==> src/rtl/program_loader.sv <==
// program_loader: streams an instruction segment followed by a data segment
// from a valid/ready source into the processor's loading port, then holds the
// processor's run enable until it reports completion.
module program_loader #(
    parameter int IMEM_DEPTH = 64,
    parameter int DMEM_DEPTH = 64,
    parameter int CNT_W      = 7
) (
    input  logic             clk,
    input  logic             reset,
    input  logic             go,
    input  logic             in_valid,
    output logic             in_ready,
    input  logic [31:0]      in_data,
    input  logic             in_last,
    output logic [31:0]      new_instruction,
    output logic             add_into,
    output logic             wr_en,
    output logic [CNT_W-1:0] wr_addr,
    output logic             start_signal,
    input  logic             end_signal,
    output logic             busy,
    output logic             error,
    output logic [CNT_W-1:0] i_count,
    output logic [CNT_W-1:0] d_count
);

    typedef enum logic [2:0] {
        IDLE,
        LOAD_I,
        GAP,
        LOAD_D,
        RUN,
        DONE,
        ERR
    } state_t;

    // Count value at which a word without in_last fills the segment.
    localparam logic [CNT_W-1:0] I_FULL = CNT_W'(IMEM_DEPTH - 1);
    localparam logic [CNT_W-1:0] D_FULL = CNT_W'(DMEM_DEPTH - 1);

    state_t state;
    state_t state_next;
    logic   xfer;
    logic   go_accept;

    assign in_ready     = (state == LOAD_I) || (state == LOAD_D);
    assign xfer         = in_valid && in_ready;
    assign go_accept    = go && ((state == IDLE) || (state == DONE) || (state == ERR));
    assign busy         = (state == LOAD_I) || (state == GAP) || (state == LOAD_D) || (state == RUN);
    // Run enable and error flag are direct state decodes; they change on the
    // same edge that enters or leaves RUN / ERR.
    assign start_signal = (state == RUN);
    assign error        = (state == ERR);

    // State register with synchronous active-low reset.
    always_ff @(posedge clk) begin
        if (!reset) begin
            state <= IDLE;
        end else begin
            state <= state_next;
        end
    end

    // Next-state logic: segment sequencing and overflow detection.
    always_comb begin
        state_next = state;
        case (state)
            IDLE, DONE, ERR: begin
                if (go) begin
                    state_next = LOAD_I;
                end
            end
            LOAD_I: begin
                if (xfer) begin
                    if (in_last) begin
                        state_next = GAP;
                    end else if (i_count == I_FULL) begin
                        state_next = ERR;
                    end
                end
            end
            GAP: begin
                state_next = LOAD_D;
            end
            LOAD_D: begin
                if (xfer) begin
                    if (in_last) begin
                        state_next = RUN;
                    end else if (d_count == D_FULL) begin
                        state_next = ERR;
                    end
                end
            end
            RUN: begin
                if (end_signal) begin
                    state_next = DONE;
                end
            end
            default: begin
                state_next = IDLE;
            end
        endcase
    end

    // Write port, segment select and word counters, all registered so a
    // transfer appears on the loading interface one cycle later.
    always_ff @(posedge clk) begin
        if (!reset) begin
            new_instruction <= '0;
            wr_en           <= 1'b0;
            wr_addr         <= '0;
            add_into        <= 1'b0;
            i_count         <= '0;
            d_count         <= '0;
        end else begin
            wr_en <= xfer;
            if (xfer) begin
                new_instruction <= in_data;
                if (state == LOAD_I) begin
                    wr_addr <= i_count;
                    i_count <= i_count + CNT_W'(1);
                end else begin
                    wr_addr <= d_count;
                    d_count <= d_count + CNT_W'(1);
                end
            end
            if (state == GAP) begin
                add_into <= 1'b1;
            end
            if (go_accept) begin
                i_count  <= '0;
                d_count  <= '0;
                add_into <= 1'b0;
            end
        end
    end

endmodule
==> config.mk <==
export PLATFORM = sky130hd
export DESIGN_NAME = program_loader
export DESIGN_NICKNAME = d
export VERILOG_FILES = /design/src/rtl/program_loader.sv
export SDC_FILE = /design/constraint.sdc
export NUM_CORES = 1
export LEC_CHECK = 0
export ABC_AREA = 1
export ABC_CLOCK_PERIOD_IN_PS = 1290
export BUFFER_PORTS_ARGS = -buffer_cell sky130_fd_sc_hd__buf_2
export CORE_ASPECT_RATIO = 0.9
export CORE_MARGIN = 10
export CORE_UTILIZATION = 40
export DETAILED_ROUTE_END_ITERATION = 10
export GPL_TIMING_DRIVEN = 0
export HOLD_SLACK_MARGIN = 0.12
export PLACE_DENSITY_LB_ADDON = 0.3
export SYNTH_ARGS = -nofsm -noshare
export SYNTH_HDL_FRONTEND = slang
export SYNTH_SLANG_ARGS = --single-unit
==> constraint.sdc <==
create_clock -name clk -period 1.29 [get_ports clk]
set_input_delay 0.1935 -clock clk [delete_from_list [all_inputs] [get_ports clk]]
set_output_delay 0.1935 -clock clk [all_outputs]
set_load 0.02 [all_outputs]
Yosys cells after proc, flatten, opt, wreduce, memory -nomap -nowiden
Index checks and enable logic that the tools add are counted.

Add/sub/neg operators: 2. Multipliers: 0. Divide/modulo/power cells: 0. Order comparisons: 0. Equality and inequality tests: 14. Shifts and indexed selects: 0. Multiplexer cells: 10. Bitwise gates (word level): 2. Reduce and logical (&&, ||, !) cells: 14.

Operator list (count): 2-to-1 mux 3 bit (8); case mux 3 bit (5 select lines) (1); adder 7 x 1 -> 7 bit (second input constant) (2); equality test 7 x 6 -> 1 bit (second input constant) (2); equality test 3 bit (second input constant) (3); 2-to-1 mux 7 bit (1); equality test 3 x 2 -> 1 bit (second input constant) (2); logical OR 1 bit (6); inequality test 2 bit (second input constant) (3); inequality test 3 x 2 -> 1 bit (second input constant) (2); AND reduction 6 bit (1); AND reduction 2 bit (2); equality test 3 x 1 -> 1 bit (second input constant) (1); zero test 3 bit (1); OR reduction 3 bit (1); logical AND 1 bit (2); inequality test 2 x 1 -> 1 bit (second input constant) (1); inverter 1 bit (2); OR reduction 2 bit (1).

Flip-flop bits (word level): 58. Latch bits: 0. Bits in writable memories: 0. ROM bits: 0. Output and inout bits: 59. Logic and storage cells: 49. Memories: 0.

Longest topological paths before layout
Gate-level depths: netlist of the first run.

Depth after elaboration: 5. Gate-level depth with buffers: 11. Mapped depth without buffers: 10.

Worst setup path after synthesis of the first run
OpenSTA, ideal clock, no wires.

Path kind: reg-to-reg. From: register i_count[1]. To: register state[2]. Arrival time: 1.375 ns. Setup slack: -0.198 ns. Cell stages (with the launch flop): 11. Clock period less this slack: 1.488 ns. Cell sequence: dfxtp_1 ha_1 nand2_1 nor2_1 nand2_1 nand2_1 nand2_1 nor2_4 nand2_1 nand2_1 nor2_1.

Word-level cells in the longest chain between the ends: 3.

Ends and longest elaborated chain: from (decl) (line 24) `output logic [CNT_W-1:0] i_count,`; from (signal assigned) (line 122) `i_count <= i_count + CNT_W'(1);`; equality test 7 x 6 -> 1 bit (line 78) `end else if (i_count == I_FULL) begin`; inequality test 3 x 2 -> 1 bit (no source line); AND reduction 6 bit (no source line); to (signal assigned) (line 61) `state <= state_next;`; to (decl) (line 42) `state_t state;`.

Every way passes these cells. A chain may end at the register's enable or synchronous reset.

Final worst setup path of the first run
From: register state[2]. To: output busy.

Word-level cells in the longest chain between the ends: 4. Elaborated cells on any way between the ends: 7.

Ends and longest elaborated chain: equality test 3 x 1 -> 1 bit / equality test 3 x 2 -> 1 bit (equally long branches) (line 50) `assign busy = (state == LOAD_I) || (state == GAP) || (state == LOAD_D) || (state == RUN);`; logical OR 1 bit (2 in a row) (line 50); logical OR 1 bit * (line 50); to (decl) (line 22) `output logic busy,`.

Every way passes the cells marked *; elsewhere a longest branch is shown, timed or not.

==> flow_summary_export.csv, run 1 <==
group,metric,value,unit
clocking,cts_buffers,9,
floorplan,core,6047,µm²
critical_path,path_class,"reg -> out",
pwr,powerDensity,1621,nW/µm²
timing,fmax,747.8,MHz
pwr,power_leakage,1.905,nW
floorplan,initial_core_util,0.4072,
critical_path,path_max_fanout,7,
logic_synthesis,synthMuxAreaShare,0,
drt,wl_per_cell,14.65,µm
clocking,cts_tree,"built",
critical_path,worstReg2RegStart,"i_count[1]",
drt,wirelength,8.276,mm
logic_synthesis,syn-cell-area,2462,µm²
logic_synthesis,synth_top_family_by_area,"simple AND/OR/NAND/NOR gates",
logic_synthesis,yosysSeqAreaShare,0.4715,
timing,finalClockSkew,0.006118,ns
critical_path,cp-start-kind,"register",
drt,drtAntennaViolNets,0,
global_route,grt_max_degree,12,
floorplan,fp.dieH,94.44,µm
place,place_ws,-0.1386,ns
timing,tightest_slew,0.5419,ns
drt,drcViolationCount,0,
critical_path,ff2ff_path_depth,10,
critical_path,max_stage_delay,0.43,ns
run,cap_violations,0,
final_layout,diodes,0,
critical_path,rrSetupSlack,-0.01,ns
global_route,grt_pass1_wl,13.37,mm
logic_synthesis,synthAdderAreaFrac,0.01016,
final_layout,nets,528,
critical_path,worstSetupEndpoint,"busy",
logic_synthesis,synth_xor_area_frac,0.01423,
timing,period_minus_slack,1.337,ns
logic_synthesis,avgSynthCellArea,7.417,µm²
global_route,grt_pass1_vias,2738,
logic_synthesis,synth_seq_cells,58,
global_route,antenna_found_initial,0,
logic_synthesis,synth.distinct_cells,32,
timing,fin_setup_tns,-0.1676,ns
floorplan,die-area,9699,µm²
clocking,cts_max_level,3,
clocking,clock_latency,0.33,ns
critical_path,cp.required,1.10,ns
critical_path,r2r-end,"state[2]",
timing,slew-limit-headroom,0.6388,
logic_synthesis,synth-compound-area-share,0.1321,
status,violations,"negative setup slack",
critical_path,worst_path_max_delay_cell,"dfxtp_4",
place,hpwl,5.457,mm
pwr,ir_worst_vdd,1079,µV
critical_path,cp-startpoint,"state[2]",
place,place.gp.congestion,0.8575,
critical_path,cp.arrival,1.14,ns
drt,dr.pass1.iters,5,
clocking,clk_path_buf_depth,2,
final_layout,most-common-layout-cells,"buf_2 (93), nor2_1 (71), dfxtp_1 (48)",
logic_synthesis,synth-simple-area-share,0.2886,
logic_synthesis,yosysWarnings,0,
timing,rsz0062_at_grt,"true",
drt,drt_iter0_drc,122,
min_path,min_path_type,"in -> reg",
timing,setup_violations,10,
clocking,cts_root_buffer,"clkbuf_8",
min_path,min_delay_path_depth,3,
timing,maxSlewViolCount,0,
logic_synthesis,synthCells,332,
floorplan,rows,27,
critical_path,crit_path_end_kind,"primary output",
final_layout,area_delta_synth_final,60.92,%
clocking,cts_sinks,58,
clocking,clk_pin_slew,0.06,ns
final_layout,drive_above_1_share,0.4178,
place,io_buffers,96,
status,outcome,"complete, but fails checks",
global_route,grt_usage,0.1717,
timing,hold_viol,0,
timing,finalWorstSetupSlack,-0.04734,ns
floorplan,io_pins,97,
drt,vias_per_cell,4.839,
timing,min_period_over_period,1.037,
critical_path,path_cells,"clkinv_8 -> o21ai_4 -> nand2_2 -> buf_6",
drt,num_vias,2734,
final_layout,final_common_cell,"buf_2",
floorplan,die_w,102.7,µm
logic_synthesis,syn-num-nets,372,
global_route,overflow,0,
[routing by layer]
layer | track usage | vias to the layer above | routed length, µm
met5 | 0 | - | 0
met4 | 0.05047 | 0 | 66
met3 | 0.07226 | 6 | 841
met2 | 0.2889 | 98 | 4086
met1 | 0.1943 | 1262 | 3281
li1 | - | 1368 | -
[cells in the mapped netlist]
cell	instances	share of area
buf_6	3	0.014
nand4_1	3	0.0076
a21oi_2	6	0.021
inv_2	4	0.0061
nor2_1	86	0.13
nor2_2	1	0.0025
clkinv_1	1	0.0015
nand3_1	9	0.018
inv_1	25	0.038
o221ai_1	3	0.011
nand3_2	1	0.0041
a31oi_1	1	0.0025
buf_4	1	0.0030
nor3_1	5	0.010
dfxtp_1	58	0.47
xor2_1	2	0.0071
buf_1	1	0.0015
a22oi_1	1	0.0030
nand2_2	3	0.0076
clkbuf_1	3	0.0046
nand4_4	1	0.0086
nand2_1	52	0.079
buf_2	6	0.012
inv_4	1	0.0025
nor2_4	2	0.0091
nor3_2	1	0.0041
nor3b_1	2	0.0061
ha_1	2	0.010
o21ai_0	37	0.075
a21oi_1	8	0.016
xnor2_1	2	0.0071
o211ai_1	1	0.0030
[critical path: cells and delay by family (launching register included)]
family | cells | cell delay (ns)
flip-flops | 1 | 0.43
AND/OR/NAND/NOR | 1 | 0.07
AO/OA/AOI/OAI | 1 | 0.09
buffers and inverters | 2 | 0.24
[timing repair]
item / in CTS / in global routing
resized for setup: 36 / 50
setup endpoints to repair: 49 / 60
endpoints found under the hold margin: 32 / 0
buffers inserted: 13 / 3
pin swaps: 14 / 13
hold buffers: 32 / 0
gates cloned: 2 / 0
[report_power, final]
group          internal, mW  switching, mW  total (mW)
logic                  1.03           1.55        2.58
clock network         0.809          0.710        1.52
registers              2.10          0.219        2.32
total                  3.94           2.48        6.42
[cells by family (layout without fill, tap and decap cells)]
logic type	after synthesis	after routing
AND/OR/NAND/NOR	166	166
flip-flops	58	58
AO/OA/AOI/OAI	57	57
buffers and inverters	45	206
XOR/XNOR	4	4
adder cells (fa/ha/maj)	2	2
[worst min-delay path by stage]
stage / start / to / slack [ns]
floorplan: in_data[0] / new_instruction[0] / 0.33
global placement: in_data[26] / new_instruction[26] / 0.42
detailed placement: in_data[5] / new_instruction[5] / 0.42
CTS: reset / i_count[2] / 0.22
global route: reset / d_count[2] / 0.25
finish: reset / d_count[2] / 0.25
[final cells by class]
cell class              count  area [µm²]
repair buffers            146       974.7
flip-flops and latches     58        1189
fillers                   498        2085
well taps                  72       90.09
clock buffers              12       156.4
multi-input cells         229        1279
clock inverters             4       23.77
inverters                  31       141.4
plain buffers              13       108.9
[flip-flops by register name, indices dropped and copies added (netlist names)]
| name | flops |
|---|---|
| wr_addr | 7 |
| state | 3 |
| add_into | 1 |
| wr_en | 1 |
| i_count | 7 |
| d_count | 7 |
| new_instruction | 32 |
[stage by stage]
step                      cell area [µm²]    util  hold WS [ns]  std cells  total power [mW]
after floorplan                      2511       -        0.3284        332             3.619
after global placement               3082  0.5096        0.4150        500             4.220
after detailed placement             3082  0.5096        0.4201        500             4.256
after CTS                            3796  0.6278        0.2155        562             6.215
after global routing                 3963  0.6553        0.2538        565             6.796
final                                3963  0.6553        0.2528        565             6.423
Note: power is estimated with default switching activity, not from simulation.
==> run 2: changes to the inputs <==
--- a/config.mk
+++ b/config.mk
@@ -10,7 +10,8 @@
 export BUFFER_PORTS_ARGS = -buffer_cell sky130_fd_sc_hd__buf_2
 export CORE_ASPECT_RATIO = 0.9
 export CORE_MARGIN = 10
-export CORE_UTILIZATION = 40
+export CORE_UTILIZATION = 43
+export CTS_CLUSTER_DIAMETER = 80
 export DETAILED_ROUTE_END_ITERATION = 10
 export GPL_TIMING_DRIVEN = 0
 export HOLD_SLACK_MARGIN = 0.12
==> run 2 against run 1 <==
The run still ends with negative setup slack left. Via count rose by 2.6%. Critical endpoint is now state[1]. First-iteration DRC count rose by 2.5%. Non-clock buffer count grew 5. Sequential share of layout area shrank 0.19 points. Flip-flop and latch count did not move.
==> flow_summary_export.csv, run 2 (same netlist as run 1, synthesis figures left out) <==
group,metric,value,unit
timing,maxSlewViolCount,0,
pwr,seqPwrFrac,0.353,
clocking,cts_tree,"built",
pwr,power.internal,4.112,mW
final_layout,diodes,0,
timing,setup_violations,9,
place,place_ws,-0.1645,ns
final_layout,final_common_cell,"buf_2",
floorplan,fp.dieH,91.79,µm
pwr,switchingPower,2.460,mW
timing,hold_viol,0,
drt,dr.pass1.iters,6,
final_layout,nets,533,
drt,num_vias,2804,
critical_path,cp.required,1.51,ns
clocking,clock_latency,0.34,ns
critical_path,cp-start-kind,"register",
floorplan,io_pins,97,
critical_path,path_max_fanout,6,
timing,period_minus_slack,1.367,ns
pwr,swShare,0.3743,
global_route,overflow,0,
critical_path,path_class,"reg -> reg",
global_route,antenna_found_initial,0,
floorplan,die-area,9157,µm²
final_layout,multi_input_comb_area,1257,µm²
floorplan,initial_core_util,0.4375,
global_route,grt_max_degree,12,
global_route,grt_pass1_wl,13.81,mm
floorplan,core,5628,µm²
clocking,clk_path_buf_depth,2,
floorplan,rows,26,
timing,finalWorstSetupSlack,-0.07738,ns
timing,finalClockSkew,0.006880,ns
min_path,min_path_type,"in -> reg",
run,cap_violations,0,
clocking,cts_buffers,9,
clocking,clk_pin_slew,0.07,ns
final_layout,most-common-layout-cells,"buf_2 (93), nor2_1 (76), dfxtp_1 (50)",
clocking,cts_max_level,3,
critical_path,crit_path_end_kind,"register",
place,io_buffers,96,
final_layout,regMostFlops,"new_instruction",
pwr,clkPwrFrac,0.262,
timing,fmax,731.3,MHz
status,outcome,"complete, but fails checks",
pwr,power_leakage,1.926,nW
drt,drtAntennaViolNets,0,
status,violations,"negative setup slack",
final_layout,largest_reg_flops,32,
timing,min_period_over_period,1.060,
pwr,powerDensity,1651,nW/µm²
global_route,grt_usage,0.1808,
clocking,cts_sinks,58,
pwr,power,6.573,mW
place,place.gp.congestion,0.8287,
final_layout,final_cell_area,3980,µm²
timing,rsz0062_at_grt,"true",
clocking,cts_root_buffer,"clkbuf_8",
timing,slew-limit-headroom,0.6569,
drt,wl_per_cell,15.08,µm
critical_path,cp.arrival,1.59,ns
timing,holdWs,0.2293,ns
drt,drt_iter0_drc,125,
drt,vias_per_cell,4.937,
pwr,power_frac_comb,0.385,
final_layout,postLayoutCoreUtil,0.7072,
drt,drcViolationCount,0,
final_layout,finalNonFillerCells,568,
timing,fin_setup_tns,-0.4786,ns
place,place_inst,498,
pwr,ir_worst_vdd,1116,µV
timing,tightest_slew,0.5147,ns
floorplan,die_w,99.77,µm
global_route,grt_pass1_vias,2949,
final_layout,area_delta_synth_final,61.64,%
final_layout,seq_area,1186,µm²
drt,wirelength,8.566,mm
final_layout,drive_above_1_share,0.4137,
place,dpl_cell_area,3079,µm²
final_layout,fillers,464,
place,hpwl,5.488,mm
[run 2: routing by layer]
layer / vias up / GRT usage / routed length, µm
li1: 1378 / - / -
met1: 1284 / 0.1932 / 3337
met2: 129 / 0.3157 / 4281
met3: 13 / 0.08777 / 850
met4: 0 / 0.03580 / 96
met5: - / 0 / 0
[run 2: final cells by class]
class | count | share of cell area
Sequential cell | 58 | 0.2980
Tap cell | 70 | 0.02201
Multi-Input combinational cell | 229 | 0.3159
Buffer | 12 | 0.02609
Inverter | 31 | 0.03301
Clock inverter | 3 | 0.004087
Timing Repair Buffer | 152 | 0.2527
Clock buffer | 13 | 0.04810
[run 2: power groups by stage]
stage	registers [mW]	clock network [mW]	logic, mW
2_1_floorplan	2.61	0	1.00
5_1_grt	2.35	1.82	2.78
3_5_place_dp	2.30	0	1.96
6_report	2.32	1.72	2.53
3_3_place_gp	2.29	0	1.93
4_1_cts	2.30	1.74	2.34
[run 2: worst max-delay path, cell delays in order, from the launching register on]
cell,delay (ns)
dfxtp_4,0.37
ha_4,0.15
inv_2,0.04
nor2_2,0.11
nand2_1,0.06
nand2_1,0.10
nand2_2,0.08
nor2_4,0.17
nand2_1,0.07
nand2_1,0.07
nor2_1,0.05
[run 2: repair_timing]
action / in CTS / in global routing
endpoints found under the setup margin: 49 / 51
hold buffers: 32 / 0
endpoints found under the hold margin: 32 / 0
pin swaps: 11 / 8
resized for setup: 36 / 38
gates cloned: 1 / 0
setup buffers: 15 / 8
[run 2: worst paths after layout]
path	start	to	slack (ns)	cells past startpoint
setup reg to reg	d_count[0]	state[1]	-0.08	10
hold reg to reg	add_into	add_into	0.45	2
hold / removal	reset	i_count[0]	0.23	3
setup / recovery	d_count[0]	state[1]	-0.08	10
==> run 3: changes to the inputs <==
--- a/config.mk
+++ b/config.mk
@@ -16,6 +16,7 @@
 export GPL_TIMING_DRIVEN = 0
 export HOLD_SLACK_MARGIN = 0.12
 export PLACE_DENSITY_LB_ADDON = 0.3
+export REMOVE_ABC_BUFFERS = 1
 export SYNTH_ARGS = -nofsm -noshare
 export SYNTH_HDL_FRONTEND = slang
 export SYNTH_SLANG_ARGS = --single-unit
==> run 3 against run 2 <==
The flow still finishes with violations (negative setup slack). Utilization up 0.76 points. Sequential share of layout area decreased by 0.28 points. Register-to-register slack is essentially flat. Design area grew 1.1%. Non-clock buffer count is 10 lower. Critical endpoint is now error. Die area did not move. Sequential power hardly changed. Hold slack gained 0.11 ns. Critical path depth fell by 6. Setup slack worse by 0.028 ns.
==> flow_summary_export.csv, run 3 (same netlist as run 1, synthesis figures left out) <==
group,metric,value,unit
status,outcome,"complete, but fails checks",
status,violations,"negative setup slack",
drt,vias_per_cell,5.030,
global_route,grt_max_degree,42,
floorplan,fp.dieH,91.79,µm
clocking,clk_pin_slew,0.06,ns
final_layout,diodes,0,
pwr,power_frac_comb,0.386,
clocking,cts_root_buffer,"clkbuf_8",
timing,finalClockSkew,0.007279,ns
clocking,clk_path_buf_depth,2,
pwr,ir_worst_vdd,1142,µV
clocking,cts_tree,"built",
drt,drcViolationCount,0,
final_layout,fillers,413,
critical_path,worst_path_max_delay_cell,"dfxtp_4",
drt,wl_per_cell,16.23,µm
drt,wirelength,9.091,mm
floorplan,die-area,9157,µm²
global_route,overflow,0,
floorplan,io_pins,97,
critical_path,cp-start-kind,"register",
clocking,cts_max_level,3,
critical_path,path_cells,"inv_1 -> nand2_1 -> nor2_1 -> buf_4",
timing,rsz0062_at_grt,"true",
pwr,clkPwrFrac,0.273,
timing,tightest_slew,0.6951,ns
pwr,switchingPower,2.554,mW
timing,period_minus_slack,1.395,ns
timing,setup_violations,33,
final_layout,final_common_cell,"buf_2",
floorplan,initial_core_util,0.4375,
critical_path,path_max_fanout,8,
pwr,seqPwrFrac,0.341,
drt,dr.pass1.iters,4,
critical_path,critical_path_buf_inv_count,2,
final_layout,largest_reg_flops,32,
place,place.gp.congestion,0.8709,
drt,drtAntennaViolNets,0,
global_route,grt_usage,0.1845,
timing,holdWs,0.3367,ns
final_layout,drive_above_1_share,0.4061,
global_route,grt_pass1_wl,13.74,mm
drt,drt_iter0_drc,97,
final_layout,nets,526,
critical_path,path_class,"reg -> out",
timing,min_period_over_period,1.081,
place,io_buffers,96,
final_layout,most-common-layout-cells,"buf_2 (92), nor2_1 (78), dfxtp_1 (49)",
place,hpwl,4.932,mm
critical_path,crit_cells,4,
pwr,power,6.889,mW
final_layout,area_delta_synth_final,63.36,%
floorplan,core,5628,µm²
pwr,swShare,0.3706,
clocking,cts_buffers,9,
min_path,min_path_type,"in -> reg",
critical_path,rrSetupSlack,-0.09,ns
floorplan,die_w,99.77,µm
global_route,antenna_found_initial,0,
timing,maxSlewViolCount,0,
timing,fmax,716.8,MHz
drt,num_vias,2817,
final_layout,regMostFlops,"new_instruction",
pwr,powerDensity,1713,nW/µm²
critical_path,cp.required,1.10,ns
min_path,min_delay_path_depth,6,
critical_path,max_stage_delay,0.38,ns
clocking,clock_latency,0.34,ns
floorplan,rows,26,
critical_path,critPathTopFamily,"flip-flops",
run,cap_violations,0,
pwr,power_leakage,1.940,nW
timing,hold_viol,0,
critical_path,crit_path_end_kind,"primary output",
clocking,cts_sinks,58,
global_route,grt_pass1_vias,2828,
timing,slew-limit-headroom,0.5366,
critical_path,cp.arrival,1.20,ns
critical_path,ff2ff_path_depth,8,
pwr,power.internal,4.336,mW
timing,finalWorstSetupSlack,-0.1050,ns
==> run 3: final timing paths <==
kind,start,to
worst max-delay path,state[0],error
worst min-delay path,in_last,state[1]
worst max register to register,state[0],d_count[3]
worst min register to register,add_into,add_into
==> run 3: worst reg2reg max path: stages (launching register included) <==
cell	delay (ns)
dfxtp_4	0.41
buf_6	0.12
nand3_4	0.08
nor2_4	0.19
buf_6	0.17
nand2_4	0.05
inv_2	0.05
nand4_1	0.08
a21oi_1	0.14
==> run 3: layout make-up <==
cell class	instances	area, µm²	area share
tap	70	87.58	0.02177
multi-input combinational	231	1294	0.3216
sequential	58	1187	0.2952
timing repair inverter	1	8.758	0.002177
clock inverter	2	60.06	0.01493
inverter	31	146.4	0.03639
clock buffer	13	158.9	0.03950
timing repair buffer	154	1080	0.2684
==> run 3: timing repair <==
| item | CTS | global route |
|---|---|---|
| cloned | 2 | 2 |
| pin swaps | 11 | 15 |
| resized for setup | 49 | 37 |
| endpoints found under the hold margin | 32 | 0 |
| hold buffers | 32 | 0 |
| endpoints found under the setup margin | 62 | 57 |
| setup buffers | 16 | 9 |
==> run 3: power groups by stage <==
stage	clock, mW	combinational, mW	sequential (mW)
floorplan	0	0.855	2.64
global placement	0	1.77	2.31
detailed placement	0	1.81	2.32
CTS	1.92	2.27	2.31
global route	1.97	2.88	2.38
finish	1.88	2.66	2.35
==> run 3: through the flow <==
step	setup slack [ns]	std cells	instance area, µm²	setup TNS, ns	utilization
after detailed placement	-0.9199	484	2944	-37.15	0.5231
after global placement	-0.9046	484	2944	-36.58	0.5231
final	-0.1050	560	4023	-1.161	0.7148
after CTS	-0.05787	549	3777	-0.4063	0.6712
after global routing	-0.1853	560	4023	-4.467	0.7148
after floorplan	-0.3229	318	2376	-10.55	-
==> run 3: routing by layer <==
metal	global-route usage	vias up	part of all wire	routed length, µm
li1	-	1369	-	-
met1	0.1984	1301	0.38	3476
met2	0.3130	129	0.49	4486
met3	0.09302	18	0.10	954
met4	0.04773	0	0.019	174
met5	0	-	0	0
